--- config.mk ---
export PLATFORM = sky130hd
export DESIGN_NAME = instr_word_encoder_flat
export DESIGN_NICKNAME = d
export VERILOG_FILES = /design/src/rtl/instr_word_encoder_if.sv /design/src/rtl/instr_word_encoder.sv /design/src/flat_wrapper.sv
export SDC_FILE = /design/constraint.sdc
export NUM_CORES = 1
export LEC_CHECK = 0
export ABC_CLOCK_PERIOD_IN_PS = 2100
export BUFFER_PORTS_ARGS = -buffer_cell sky130_fd_sc_hd__buf_2
export CAP_MARGIN = 20
export CORE_MARGIN = 1
export CORE_UTILIZATION = 52
export DETAILED_ROUTE_END_ITERATION = 8
export PLACE_DENSITY = 0.83
export SLEW_MARGIN = 10
export SYNTH_ARGS = -nofsm -noshare
export SYNTH_HDL_FRONTEND = slang
export SYNTH_SLANG_ARGS = --single-unit
export TNS_END_PERCENT = 50
--- constraint.sdc ---
create_clock -name clk -period 2.1 [get_ports clk]
set_input_delay 0.525 -clock clk [delete_from_list [all_inputs] [get_ports clk]]
set_output_delay 0.525 -clock clk [all_outputs]
set_load 0.01 [all_outputs]
--- src/rtl/instr_word_encoder_if.sv ---
// Field-tuple handshake and instruction-memory write port of the word encoder.
// master = loader/harness side, slave = encoder side.
interface instr_word_encoder_if #(
  parameter int ADDR_W = 8
) ();
  logic              in_valid;
  logic              in_ready;
  logic              in_fmt;
  logic [4:0]        in_opcode;
  logic [4:0]        in_dirw;
  logic [4:0]        in_rega;
  logic [4:0]        in_regb;
  logic [15:0]       in_imm;
  logic              mem_we;
  logic [ADDR_W-1:0] mem_addr;
  logic [31:0]       mem_wdata;
  logic              mem_ready;

  modport master (
    output in_valid, in_fmt, in_opcode, in_dirw, in_rega, in_regb, in_imm, mem_ready,
    input  in_ready, mem_we, mem_addr, mem_wdata
  );

  modport slave (
    input  in_valid, in_fmt, in_opcode, in_dirw, in_rega, in_regb, in_imm, mem_ready,
    output in_ready, mem_we, mem_addr, mem_wdata
  );
endinterface

--- src/rtl/instr_word_encoder.sv ---
// Packs decoded instruction fields into 32-bit words, buffers them in a small
// show-ahead FIFO and writes them to instruction memory at auto-incrementing addresses.
module instr_word_encoder #(
  parameter int ADDR_W     = 8,
  parameter int MAX_WORDS  = 256,
  parameter int FIFO_DEPTH = 4
) (
  input  logic              clk,
  input  logic              rst_n,
  input  logic              start,
  input  logic              finish,
  input  logic [ADDR_W-1:0] base_addr,
  instr_word_encoder_if.slave bus,
  output logic [ADDR_W:0]   word_count,
  output logic              busy,
  output logic              done,
  output logic              limit_hit
);
  // state | meaning
  // IDLE  | no session; start opens one
  // LOAD  | accepting tuples and writing buffered words
  // DRAIN | finish seen; writing out remaining words, then back to IDLE
  typedef enum logic [1:0] {IDLE, LOAD, DRAIN} state_t;

  localparam int PTR_W = $clog2(FIFO_DEPTH);
  localparam int ACC_W = $clog2(MAX_WORDS + 1);
  localparam logic [PTR_W:0]   FULL_CNT = FIFO_DEPTH[PTR_W:0];
  localparam logic [ACC_W-1:0] ACC_MAX  = MAX_WORDS[ACC_W-1:0];
  localparam logic [ACC_W-1:0] ACC_LAST = ACC_MAX - 1'b1;

  state_t            state;
  logic [31:0]       fifo_mem [FIFO_DEPTH];
  logic [PTR_W-1:0]  wr_ptr;
  logic [PTR_W-1:0]  rd_ptr;
  logic [PTR_W:0]    fifo_cnt;
  logic [ACC_W-1:0]  accepted;
  logic [ADDR_W-1:0] addr_q;
  logic [31:0]       enc_word;
  logic              fifo_full;
  logic              fifo_empty;
  logic              push;
  logic              pop;

  // bits[15:12] are regb for R-type but imm for I-type; in_fmt alone decides
  always_comb begin
    if (bus.in_fmt)
      enc_word = {bus.in_opcode, bus.in_dirw, bus.in_rega, 1'b0, bus.in_imm};
    else
      enc_word = {bus.in_opcode, bus.in_dirw, bus.in_rega, bus.in_regb, 12'b0};
  end

  assign fifo_empty    = (fifo_cnt == '0);
  assign fifo_full     = (fifo_cnt == FULL_CNT);
  assign bus.in_ready  = (state == LOAD) && !fifo_full && (accepted < ACC_MAX);
  assign bus.mem_we    = (state != IDLE) && !fifo_empty;
  assign bus.mem_addr  = addr_q;
  assign bus.mem_wdata = fifo_mem[rd_ptr];
  assign push          = bus.in_valid && bus.in_ready;
  assign pop           = bus.mem_we && bus.mem_ready;
  assign busy          = (state != IDLE);

  always_ff @(posedge clk or negedge rst_n) begin
    if (!rst_n) begin
      state      <= IDLE;
      addr_q     <= '0;
      word_count <= '0;
      accepted   <= '0;
      limit_hit  <= 1'b0;
      done       <= 1'b0;
      wr_ptr     <= '0;
      rd_ptr     <= '0;
      fifo_cnt   <= '0;
      for (int i = 0; i < FIFO_DEPTH; i++) fifo_mem[i] <= '0;
    end else begin
      done <= 1'b0;
      if (start) begin
        // restart discards anything still buffered, including a same-cycle write
        state      <= LOAD;
        addr_q     <= base_addr;
        word_count <= '0;
        accepted   <= '0;
        limit_hit  <= 1'b0;
        wr_ptr     <= '0;
        rd_ptr     <= '0;
        fifo_cnt   <= '0;
      end else begin
        if (push) begin
          fifo_mem[wr_ptr] <= enc_word;
          wr_ptr           <= wr_ptr + 1'b1;
          accepted         <= accepted + 1'b1;
          if (accepted == ACC_LAST) limit_hit <= 1'b1;
        end
        if (pop) begin
          rd_ptr     <= rd_ptr + 1'b1;
          addr_q     <= addr_q + 1'b1;
          word_count <= word_count + 1'b1;
        end
        case ({push, pop})
          2'b10:   fifo_cnt <= fifo_cnt + 1'b1;
          2'b01:   fifo_cnt <= fifo_cnt - 1'b1;
          default: ;
        endcase
        case (state)
          IDLE: ;
          LOAD: if (finish) state <= DRAIN;
          DRAIN: begin
            if (fifo_empty) begin
              state <= IDLE;
              done  <= 1'b1;
            end
          end
          default: state <= IDLE;
        endcase
      end
    end
  end
endmodule

--- src/flat_wrapper.sv ---
// flat-port wrapper written by rule: the top's interface ports become plain ports
module instr_word_encoder_flat 
#(
  parameter int ADDR_W     = 8,
  parameter int MAX_WORDS  = 256,
  parameter int FIFO_DEPTH = 4
)
  (clk, rst_n, start, finish, base_addr, word_count, busy, done, limit_hit, bus_in_valid, bus_in_fmt, bus_in_opcode, bus_in_dirw, bus_in_rega, bus_in_regb, bus_in_imm, bus_mem_ready, bus_in_ready, bus_mem_we, bus_mem_addr, bus_mem_wdata);
  instr_word_encoder_if #(.ADDR_W(ADDR_W)) bus_i ();
  input  logic clk;
  input  logic rst_n;
  input  logic start;
  input  logic finish;
  input  logic [ADDR_W-1:0] base_addr;
  output logic [ADDR_W:0] word_count;
  output logic busy;
  output logic done;
  output logic limit_hit;
  input wire logic [$bits(bus_i.in_valid)-1:0] bus_in_valid;
  input wire logic [$bits(bus_i.in_fmt)-1:0] bus_in_fmt;
  input wire logic [$bits(bus_i.in_opcode)-1:0] bus_in_opcode;
  input wire logic [$bits(bus_i.in_dirw)-1:0] bus_in_dirw;
  input wire logic [$bits(bus_i.in_rega)-1:0] bus_in_rega;
  input wire logic [$bits(bus_i.in_regb)-1:0] bus_in_regb;
  input wire logic [$bits(bus_i.in_imm)-1:0] bus_in_imm;
  input wire logic [$bits(bus_i.mem_ready)-1:0] bus_mem_ready;
  output wire logic [$bits(bus_i.in_ready)-1:0] bus_in_ready;
  output wire logic [$bits(bus_i.mem_we)-1:0] bus_mem_we;
  output wire logic [$bits(bus_i.mem_addr)-1:0] bus_mem_addr;
  output wire logic [$bits(bus_i.mem_wdata)-1:0] bus_mem_wdata;
  assign bus_i.in_valid = bus_in_valid;
  assign bus_i.in_fmt = bus_in_fmt;
  assign bus_i.in_opcode = bus_in_opcode;
  assign bus_i.in_dirw = bus_in_dirw;
  assign bus_i.in_rega = bus_in_rega;
  assign bus_i.in_regb = bus_in_regb;
  assign bus_i.in_imm = bus_in_imm;
  assign bus_i.mem_ready = bus_mem_ready;
  assign bus_in_ready = bus_i.in_ready;
  assign bus_mem_we = bus_i.mem_we;
  assign bus_mem_addr = bus_i.mem_addr;
  assign bus_mem_wdata = bus_i.mem_wdata;
  instr_word_encoder #(.ADDR_W(ADDR_W), .MAX_WORDS(MAX_WORDS), .FIFO_DEPTH(FIFO_DEPTH)) u_core (.clk(clk), .rst_n(rst_n), .start(start), .finish(finish), .base_addr(base_addr), .bus(bus_i), .word_count(word_count), .busy(busy), .done(done), .limit_hit(limit_hit));
endmodule
==> results.json, run 1 <==
{
  "grt_max_degree": 46,
  "die_y_microns": 125,
  "max-slew-margin-rel_pct": 54.7,
  "synth.avg_cell_area_sq_um": 14.5,
  "grtUsageTotal_pct": 23.8,
  "r2r_start": "u_core.state[1]",
  "period_share_pct": 111,
  "via_per_inst": 5.86,
  "use_met1_pct": 29.2,
  "path_cells": "buf_12 -> clkbuf_16 -> mux4_2 -> buf_6",
  "layout_common_cells": "dfrtp_1, mux2_2, buf_2",
  "p_total_mw": 11.7,
  "leakage_nw": 4.64,
  "path_max_fanout": 6,
  "cts-htree-levels": 4,
  "rsz0062_at_grt": "true",
  "layout-drive-gt1-share_pct": 52.6,
  "nets": 728,
  "clock_latency_ns": 0.44,
  "place_area_sq_um": 8730,
  "numCtsBuffers": 17,
  "path_class": "flop to output pin",
  "globalRouteOverflowTotal": 0,
  "initial_utilization_pct": 53.5,
  "synth_cell_types": 46,
  "cts_tree": "done",
  "use_met2_pct": 41.2,
  "fp-row-count": 44,
  "power.density_nw_per_um2": 1210,
  "dpl_worst_slack_ns": -0.125,
  "design_area_sq_um": 9740,
  "worst_pin_slew_ns": 0.674,
  "synth_top_flop_cell": "dfrtp_1",
  "slew_violations": 0,
  "fin_crit_ns": 2.32,
  "wl_per_cell_microns": 20.7,
  "place_congestion": 0.801,
  "met3_usage_pct": 5.93,
  "route.detailed.drc": 23,
  "n_antenna_cell": 0,
  "io_pins": 105,
  "antenna_found_initial": 0,
  "grt.busiest_layer": "met2",
  "outcome": "finished, violations left",
  "grt_pass1_vias": 5631,
  "seq_area_frac_synth_pct": 52.7,
  "placed_cells": 822,
  "final_common_cell": "dfrtp_1",
  "worst_path_max_delay_cell": "mux4_2",
  "rrSetupSlack_ns": 0.03,
  "cts_max_path_buffers": 2,
  "setup_ws_ns": -0.224,
  "cap_violations": 0,
  "cp.required_ns": 1.57,
  "grt_pass1_wl_microns": 28800,
  "endpoint_kind": "output pin",
  "hold_path_depth": 3,
  "reg2reg_to": "u_core.fifo_mem[34]",
  "skew_ns": 0.0122,
  "clock.fmax_ghz": 0.430,
  "cts_sinks": 165,
  "reg2reg_depth": 5,
  "async_flop_share_pct": 100,
  "holdPathEnd": "u_core.bus.mem_addr[0]",
  "dieArea_sq_um": 15600,
  "drt_pass1_iterations": 6,
  "num_vias": 5072,
  "ys.warnings.count": 0,
  "fin_cells": 865,
  "max-vdd-ir-drop_v": 0.000772,
  "synth_area_sq_um": 7840,
  "hp-start": "base_addr[0]",
  "dpl.hpwl_microns": 11400,
  "setup_violations": 33,
  "worstSetupStartpointType": "flop",
  "port_buffers": 104,
  "syn_nets": 600,
  "postRouteAntennaNets": 0,
  "violations": "DRC, setup timing",
  "fin_tns_setup_ns": -5.98,
  "drt_wl_total_microns": 17900,
  "ys_ff_latch": 165,
  "max_stage_delay_ns": 0.53,
  "hold_violations": 0,
  "cts_root_buffer": "clkbuf_16",
  "worstPathArrival_ns": 1.80,
  "core_region_area_sq_um": 14600,
  "synth_edf_count": 0,
  "area_growth_pct": 24.2,
  "min_path_type": "input pin to flop",
  "die_w_microns": 125,
  "first_iter_violations": 377,
  "clk_pin_slew_ns": 0.06,
  "syn_inst": 540
}
-- repair_timing --
action	4_1_cts	5_1_grt
hold endpoints to repair	29	0
pin swaps	3	1
gates cloned	0	4
resized for setup	15	28
hold buffers	1	0
buffers inserted	4	3
setup endpoints to repair	59	38
-- flip-flops by register name, summed over array words and instances, names as in the netlist --
name	flops
u_core.fifo_cnt	3
u_core.limit_hit	1
u_core.rd_ptr	2
u_core.accepted	9
u_core.state	2
u_core.done	1
u_core.wr_ptr	2
u_core.word_count	9
u_core.fifo_mem	128
u_core.bus.mem_addr	8
-- critical path: cells and delay by family (launching register included) --
kind	cells	cell delay [ns]
flip-flops	1	0.39
multiplexers	1	0.53
buffers and inverters	3	0.45
-- per-stage QoR --
step / hold slack (ns) / util [%]
floorplan: 0.229 / -
global placement: 0.448 / 59.6
detailed placement: 0.454 / 59.6
CTS: 0.283 / 64.7
global route: 0.300 / 66.5
finish: 0.295 / 66.5
-- power breakdown --
part | internal, mW | total [mW] | leakage, nW | switching, mW
Clock | 2.05 | 3.34 | 0.303 | 1.28
Sequential | 3.96 | 4.47 | 2.18 | 0.511
Combinational | 2.37 | 3.92 | 2.16 | 1.55
Total | 8.38 | 11.7 | 4.64 | 3.35
-- final cells by class --
class                           instances  area (sq um)
Timing Repair Buffer                  141          1210
Clock inverter                         12           175
Sequential cell                       165          4130
Multi-Input combinational cell        339          3510
Tap cell                              184           230
Inverter                                4          15.0
Clock buffer                           20           457
Fill cell                             982          4910
-- kinds of logic (layout without fill, tap and decap cells) --
group,Yosys count,count (layout),synth area share [%]
multiplexers,167,167,30.0
flip-flops,165,165,52.7
AND/OR/NAND/NOR,117,117,8.62
buffers and inverters,36,177,2.94
AO/OA/AOI/OAI,27,27,2.12
XOR/XNOR,19,19,2.12
adder cells (fa/ha/maj),9,9,1.53
-- how the worst max path moves through the flow --
| stage | slack [ns] | to | from | cells after the start |
|---|---|---|---|---|
| 6_report | -0.22 | bus_mem_wdata[21] | u_core.rd_ptr[0] | 4 |
| 5_1_grt | -0.26 | bus_mem_wdata[21] | u_core.rd_ptr[0] | 4 |
| 4_1_cts | -0.25 | bus_mem_wdata[1] | u_core.rd_ptr[0] | 3 |
| 3_5_place_dp | -0.12 | u_core.fifo_mem[37] | start | 6 |
| 3_3_place_gp | -0.07 | u_core.fifo_mem[36] | start | 6 |
| 2_1_floorplan | 0.06 | bus_mem_wdata[10] | u_core.rd_ptr[0] | 3 |
-- synth_stat cells (all sizes together) (2+ instances only) --
| cell type | number | area share, % |
|---|---|---|
| nand4 | 7 | 0.56 |
| buf | 16 | 2.0 |
| inv | 4 | 0.19 |
| dfrtp | 165 | 53 |
| nand2 | 25 | 1.6 |
| a21oi | 9 | 0.57 |
| nor3 | 4 | 0.26 |
| and2 | 17 | 1.4 |
| nor4b | 2 | 0.22 |
| xor2 | 8 | 0.89 |
| or3 | 5 | 0.40 |
| or4 | 2 | 0.19 |
| nor3b | 3 | 0.43 |
| nand2b | 2 | 0.16 |
| a31oi | 2 | 0.16 |
| clkbuf | 16 | 0.77 |
| o21ai | 8 | 0.51 |
| or2 | 2 | 0.16 |
| nor2 | 25 | 1.2 |
| and4 | 3 | 0.34 |
| mux2i | 2 | 0.26 |
| nor4 | 2 | 0.35 |
| nand3 | 11 | 0.70 |
| ha | 8 | 1.3 |
| mux4 | 32 | 9.2 |
| nand3b | 2 | 0.19 |
| nor2b | 2 | 0.16 |
| xnor2 | 11 | 1.2 |
| mux2 | 133 | 21 |
| o2111ai | 2 | 0.22 |
-- layer usage --
| layer | vias up | share of wire (%) |
|---|---|---|
| met5 | - | 0 |
| met4 | 0 | 1.3 |
| met3 | 27 | 5.1 |
| met2 | 150 | 52 |
| met1 | 2678 | 42 |
| li1 | 2217 | - |
Power figures use the tool's default switching activity.
==> run 2, diff against run 1 <==
PLACE_DENSITY = 0.76   (was 0.83)
==> run 2 against run 1 <==
The flow still finishes with violations (DRC, setup timing). Fmax is 1.8% lower. Non-clock buffer count is 5 higher. Sequential share of layout area is 0.36 points higher. Total power is 4.5% lower. Critical path type unchanged. Critical endpoint is now bus_mem_wdata[16].
==> results.json, run 2 (synthesis gave the netlist of run 1 again) <==
{
  "outcome": "finished, violations left",
  "violations": "DRC, setup timing",
  "die_y_microns": 125,
  "design_area_sq_um": 9650,
  "cts_max_path_buffers": 2,
  "cts-htree-levels": 4,
  "top_register": "u_core.fifo_mem",
  "drt_pass1_iterations": 6,
  "period_share_pct": 113,
  "numCtsBuffers": 17,
  "layout_common_cells": "dfrtp_1, mux2_2, buf_2",
  "initial_utilization_pct": 53.5,
  "clock_latency_ns": 0.44,
  "r2r_start": "u_core.fifo_cnt[0]",
  "worst_pin_slew_ns": 0.617,
  "antenna_found_initial": 1,
  "setup_violations": 32,
  "place_congestion": 0.797,
  "reg.largest.list": "u_core.fifo_mem: 128 flops, u_core.accepted: 9 flops, u_core.word_count: 9 flops",
  "io_pins": 105,
  "wl_per_cell_microns": 19.1,
  "leakage_nw": 4.62,
  "clk_pin_slew_ns": 0.07,
  "dieArea_sq_um": 15600,
  "cp.required_ns": 1.57,
  "worstPathArrival_ns": 1.84,
  "final_common_cell": "dfrtp_1",
  "worstSetupStartpointType": "flop",
  "power.density_nw_per_um2": 1160,
  "first_iter_violations": 331,
  "fin_crit_ns": 2.37,
  "p_total_mw": 11.2,
  "cts_sinks": 165,
  "dpl.hpwl_microns": 10900,
  "skew_ns": 0.0166,
  "reg2reg_depth": 6,
  "rsz0062_at_grt": "true",
  "cts_root_buffer": "clkbuf_16",
  "path_max_fanout": 7,
  "postRouteAntennaNets": 0,
  "fp-row-count": 44,
  "rrSetupSlack_ns": 0.10,
  "die_w_microns": 125,
  "grtUsageTotal_pct": 23.2,
  "nets": 733,
  "max-vdd-ir-drop_v": 0.000637,
  "reg2reg_to": "u_core.fifo_cnt[0]",
  "route.detailed.drc": 17,
  "setup_ws_ns": -0.266,
  "postLayoutCoreUtil_pct": 65.9,
  "min_path_type": "input pin to asynchronous set/reset pin",
  "port_buffers": 104,
  "clock.fmax_ghz": 0.423,
  "area_growth_pct": 23.1,
  "endpoint_kind": "output pin",
  "n_antenna_cell": 0,
  "path_class": "flop to output pin",
  "cap_violations": 0,
  "layout-drive-gt1-share_pct": 52.6,
  "globalRouteOverflowTotal": 0,
  "max-slew-margin-rel_pct": 58.9,
  "hold_violations": 0,
  "core_region_area_sq_um": 14600,
  "slew_violations": 0,
  "num_vias": 4982,
  "grt_pass1_vias": 5334,
  "grt_max_degree": 64,
  "cts_tree": "done",
  "n_fill_cell": 1034,
  "grt_pass1_wl_microns": 28000,
  "place_area_sq_um": 8740,
  "via_per_inst": 5.73,
  "drt_wl_total_microns": 16600,
  "largest_reg_flops": 128,
  "cts_hold_buffers": 0
}
## run 2: worst max-delay path, stage by stage, from the launching register on
cell     delay [ns]
dfrtp_2        0.44
buf_12         0.13
buf_12         0.13
mux4_2         0.56
buf_6          0.15
## run 2: repair_timing
| item | CTS | global route |
|---|---|---|
| setup buffers | 11 | 2 |
| setup endpoints to repair | 115 | 116 |
| cloned | 3 | 0 |
| resized for setup | 26 | 14 |
| pin swaps | 2 | 2 |
## run 2: stage by stage
stage | hold WS, ns | TNS, ns | cells | setup slack, ns
after global routing | 0.116 | -8.66 | 869 | -0.295
final | 0.0675 | -7.38 | 869 | -0.266
after floorplan | 0.229 | 0 | 540 | 0.0634
after CTS | 0.0983 | -7.20 | 868 | -0.249
after detailed placement | 0.488 | -6.19 | 824 | -0.114
after global placement | 0.481 | -2.32 | 824 | -0.0496
## run 2: final cells by class
cell class | count | area [sq um] | area share [%]
Clock inverter | 12 | 96.3 | 0.998
Timing Repair Buffer | 146 | 1220 | 12.7
Inverter | 4 | 15.0 | 0.156
Clock buffer | 19 | 453 | 4.69
Tap cell | 184 | 230 | 2.39
Multi-Input combinational cell | 339 | 3500 | 36.3
Sequential cell | 165 | 4130 | 42.8
## run 2: worst max-delay path by stage
stage                      from                   to  slack, ns  cells after the start
2_1_floorplan  u_core.rd_ptr[0]    bus_mem_wdata[10]       0.06                      3
4_1_cts        u_core.rd_ptr[0]    bus_mem_wdata[16]      -0.25                      4
6_report       u_core.rd_ptr[0]    bus_mem_wdata[16]      -0.27                      4
3_5_place_dp              start  u_core.fifo_mem[72]      -0.11                      6
5_1_grt        u_core.rd_ptr[0]    bus_mem_wdata[16]      -0.29                      4
3_3_place_gp              start  u_core.fifo_mem[66]      -0.05                      6
## run 2: metal layers
layer	vias up	GRT usage (%)	share of wire [%]
met5	-	0	0.060
met4	2	7.70	1.3
met3	21	5.11	4.3
met2	131	38.1	49
met1	2585	30.7	45
li1	2243	-	-
## run 2: report_power, final
group | switching, mW | internal, mW
Clock | 1.31 | 1.58
Combinational | 1.49 | 2.37
Sequential | 0.488 | 3.96
Total | 3.29 | 7.92
==> run 3, diff against run 2 <==
ABC_CLOCK_PERIOD_IN_PS = 2200   (was 2100)
CORE_UTILIZATION = 55   (was 52)
PLACE_DENSITY = 0.77   (was 0.76)
clock period = 2.2 ns   (was 2.1 ns; I/O delays follow)
==> run 3 against run 2 <==
The flow finishes with violations (setup timing). Die area fell by 5.4%. Largest cell class unchanged. Sequential cell count did not move. Setup slack improved by 0.16 ns. Critical endpoint is now bus_mem_wdata[9].
==> results.json, run 3 (synthesis gave the netlist of run 1 again) <==
{
  "grt_pass1_vias": 5096,
  "period_share_pct": 105,
  "fp-row-count": 43,
  "cts_tree": "done",
  "rrSetupSlack_ns": 0.14,
  "initial_utilization_pct": 56.5,
  "io_pins": 105,
  "worstSetupStartpointType": "flop",
  "worstPathArrival_ns": 1.75,
  "fin_cells": 849,
  "cap_violations": 0,
  "clock_latency_ns": 0.42,
  "r2r_start": "u_core.state[1]",
  "hold_violations": 0,
  "dpl.hpwl_microns": 10600,
  "n_antenna_cell": 0,
  "via_per_inst": 5.74,
  "cts_hold_buffers": 0,
  "reg.largest.list": "u_core.fifo_mem: 128 flops, u_core.accepted: 9 flops, u_core.word_count: 9 flops",
  "cts_max_path_buffers": 2,
  "path_class": "flop to output pin",
  "setup_ws_ns": -0.103,
  "reg2reg_depth": 5,
  "violations": "setup timing",
  "outcome": "finished, violations left",
  "route.detailed.drc": 0,
  "final_common_cell": "dfrtp_1",
  "swShare_pct": 29.8,
  "nets": 716,
  "power_frac_comb_pct": 32.3,
  "cp.required_ns": 1.65,
  "setup_violations": 33,
  "endpoint_kind": "output pin",
  "path_max_fanout": 16,
  "reg2reg_to": "u_core.fifo_mem[106]",
  "grt_pass1_wl_microns": 26100,
  "layout-drive-gt1-share_pct": 51.1,
  "rsz0062_at_grt": "true",
  "top_register": "u_core.fifo_mem",
  "antenna_found_initial": 0,
  "largest_reg_flops": 128,
  "drt_pass1_iterations": 4,
  "place_congestion": 0.748,
  "p_int_mw": 7.30,
  "slew_violations": 0,
  "worst_pin_slew_ns": 0.685,
  "core_region_area_sq_um": 13900,
  "whs_ns": 0.0718,
  "leakage_nw": 4.51,
  "globalRouteOverflowTotal": 0,
  "area_growth_pct": 20.1,
  "die_y_microns": 121,
  "postRouteAntennaNets": 0,
  "layout_common_cells": "dfrtp_1, mux2_2, buf_2",
  "cts_root_buffer": "clkbuf_16",
  "wl_per_cell_microns": 18.9,
  "drt_wl_total_microns": 16000,
  "max-vdd-ir-drop_v": 0.000720,
  "die_w_microns": 121,
  "grt_max_degree": 50,
  "min_path_type": "input pin to asynchronous set/reset pin",
  "fin_crit_ns": 2.30,
  "max-slew-margin-rel_pct": 54.0,
  "cts_sinks": 165,
  "first_iter_violations": 355,
  "port_buffers": 104,
  "dieArea_sq_um": 14700,
  "num_vias": 4871,
  "seqPwrFrac_pct": 40.8,
  "clock.fmax_ghz": 0.434,
  "clockPowerShare_pct": 27.0,
  "clk_pin_slew_ns": 0.07,
  "p_sw_mw": 3.10,
  "skew_ns": 0.00698,
  "power.density_nw_per_um2": 1100,
  "placed_cells": 817,
  "cts-htree-levels": 4,
  "numCtsBuffers": 17,
  "grtUsageTotal_pct": 23.4
}
run 3: through the flow:
| step | instance area, sq um | TNS [ns] | setup WS, ns | utilization [%] | power, mW |
|---|---|---|---|---|---|
| after global routing | 9420 | -4.47 | -0.166 | 67.8 | 10.9 |
| after floorplan | 7840 | 0 | 0.138 | - | 6.19 |
| after global placement | 8700 | 0 | 0.0780 | 62.7 | 7.11 |
| after detailed placement | 8700 | 0 | 0.0529 | 62.7 | 7.27 |
| after CTS | 9350 | -2.99 | -0.130 | 67.4 | 10.3 |
| final | 9420 | -2.12 | -0.103 | 67.8 | 10.4 |
run 3: area by class of cell:
cell class / count / area (sq um)
fillers: 1009 / 4460
clock buffers: 17 / 425
inverters: 4 / 15.0
flip-flops and latches: 165 / 4130
clock inverters: 15 / 135
well taps: 180 / 225
repair buffers: 129 / 993
multi-input cells: 339 / 3490
run 3: worst max path at each step:
stage | start | endpoint | cells after the start
after global placement | start | u_core.fifo_mem[107] | 6
after detailed placement | start | u_core.fifo_mem[107] | 6
final | u_core.rd_ptr[0] | bus_mem_wdata[9] | 3
after global routing | u_core.rd_ptr[0] | bus_mem_wdata[31] | 3
after CTS | u_core.rd_ptr[0] | bus_mem_wdata[31] | 3
after floorplan | u_core.rd_ptr[0] | bus_mem_wdata[10] | 3
run 3: power groups by stage:
stage | sequential [mW] | clock [mW] | combinational (mW)
3_5_place_dp | 4.27 | 0 | 3.00
5_1_grt | 4.32 | 3.01 | 3.59
3_3_place_gp | 4.20 | 0 | 2.91
4_1_cts | 4.23 | 2.86 | 3.24
2_1_floorplan | 4.11 | 0 | 2.08
6_report | 4.24 | 2.80 | 3.36
run 3: worst max-delay path, cell delays in order, from the launching register on:
cell	delay [ns]
dfrtp_2	0.42
buf_12	0.20
mux4_2	0.55
buf_6	0.14
run 3: per-layer routing:
metal	global-route usage [%]	share of wire, %	vias up
li1	-	-	2195
met1	30.9	43	2529
met2	38.9	51	127
met3	5.36	4.2	20
met4	5.79	1.0	0
met5	0	0	-
run 3: what timing repair did:
item,in CTS,in global routing
pin swaps,1,2
setup buffers,0,0
endpoints found under the setup margin,34,34
resized for setup,15,12
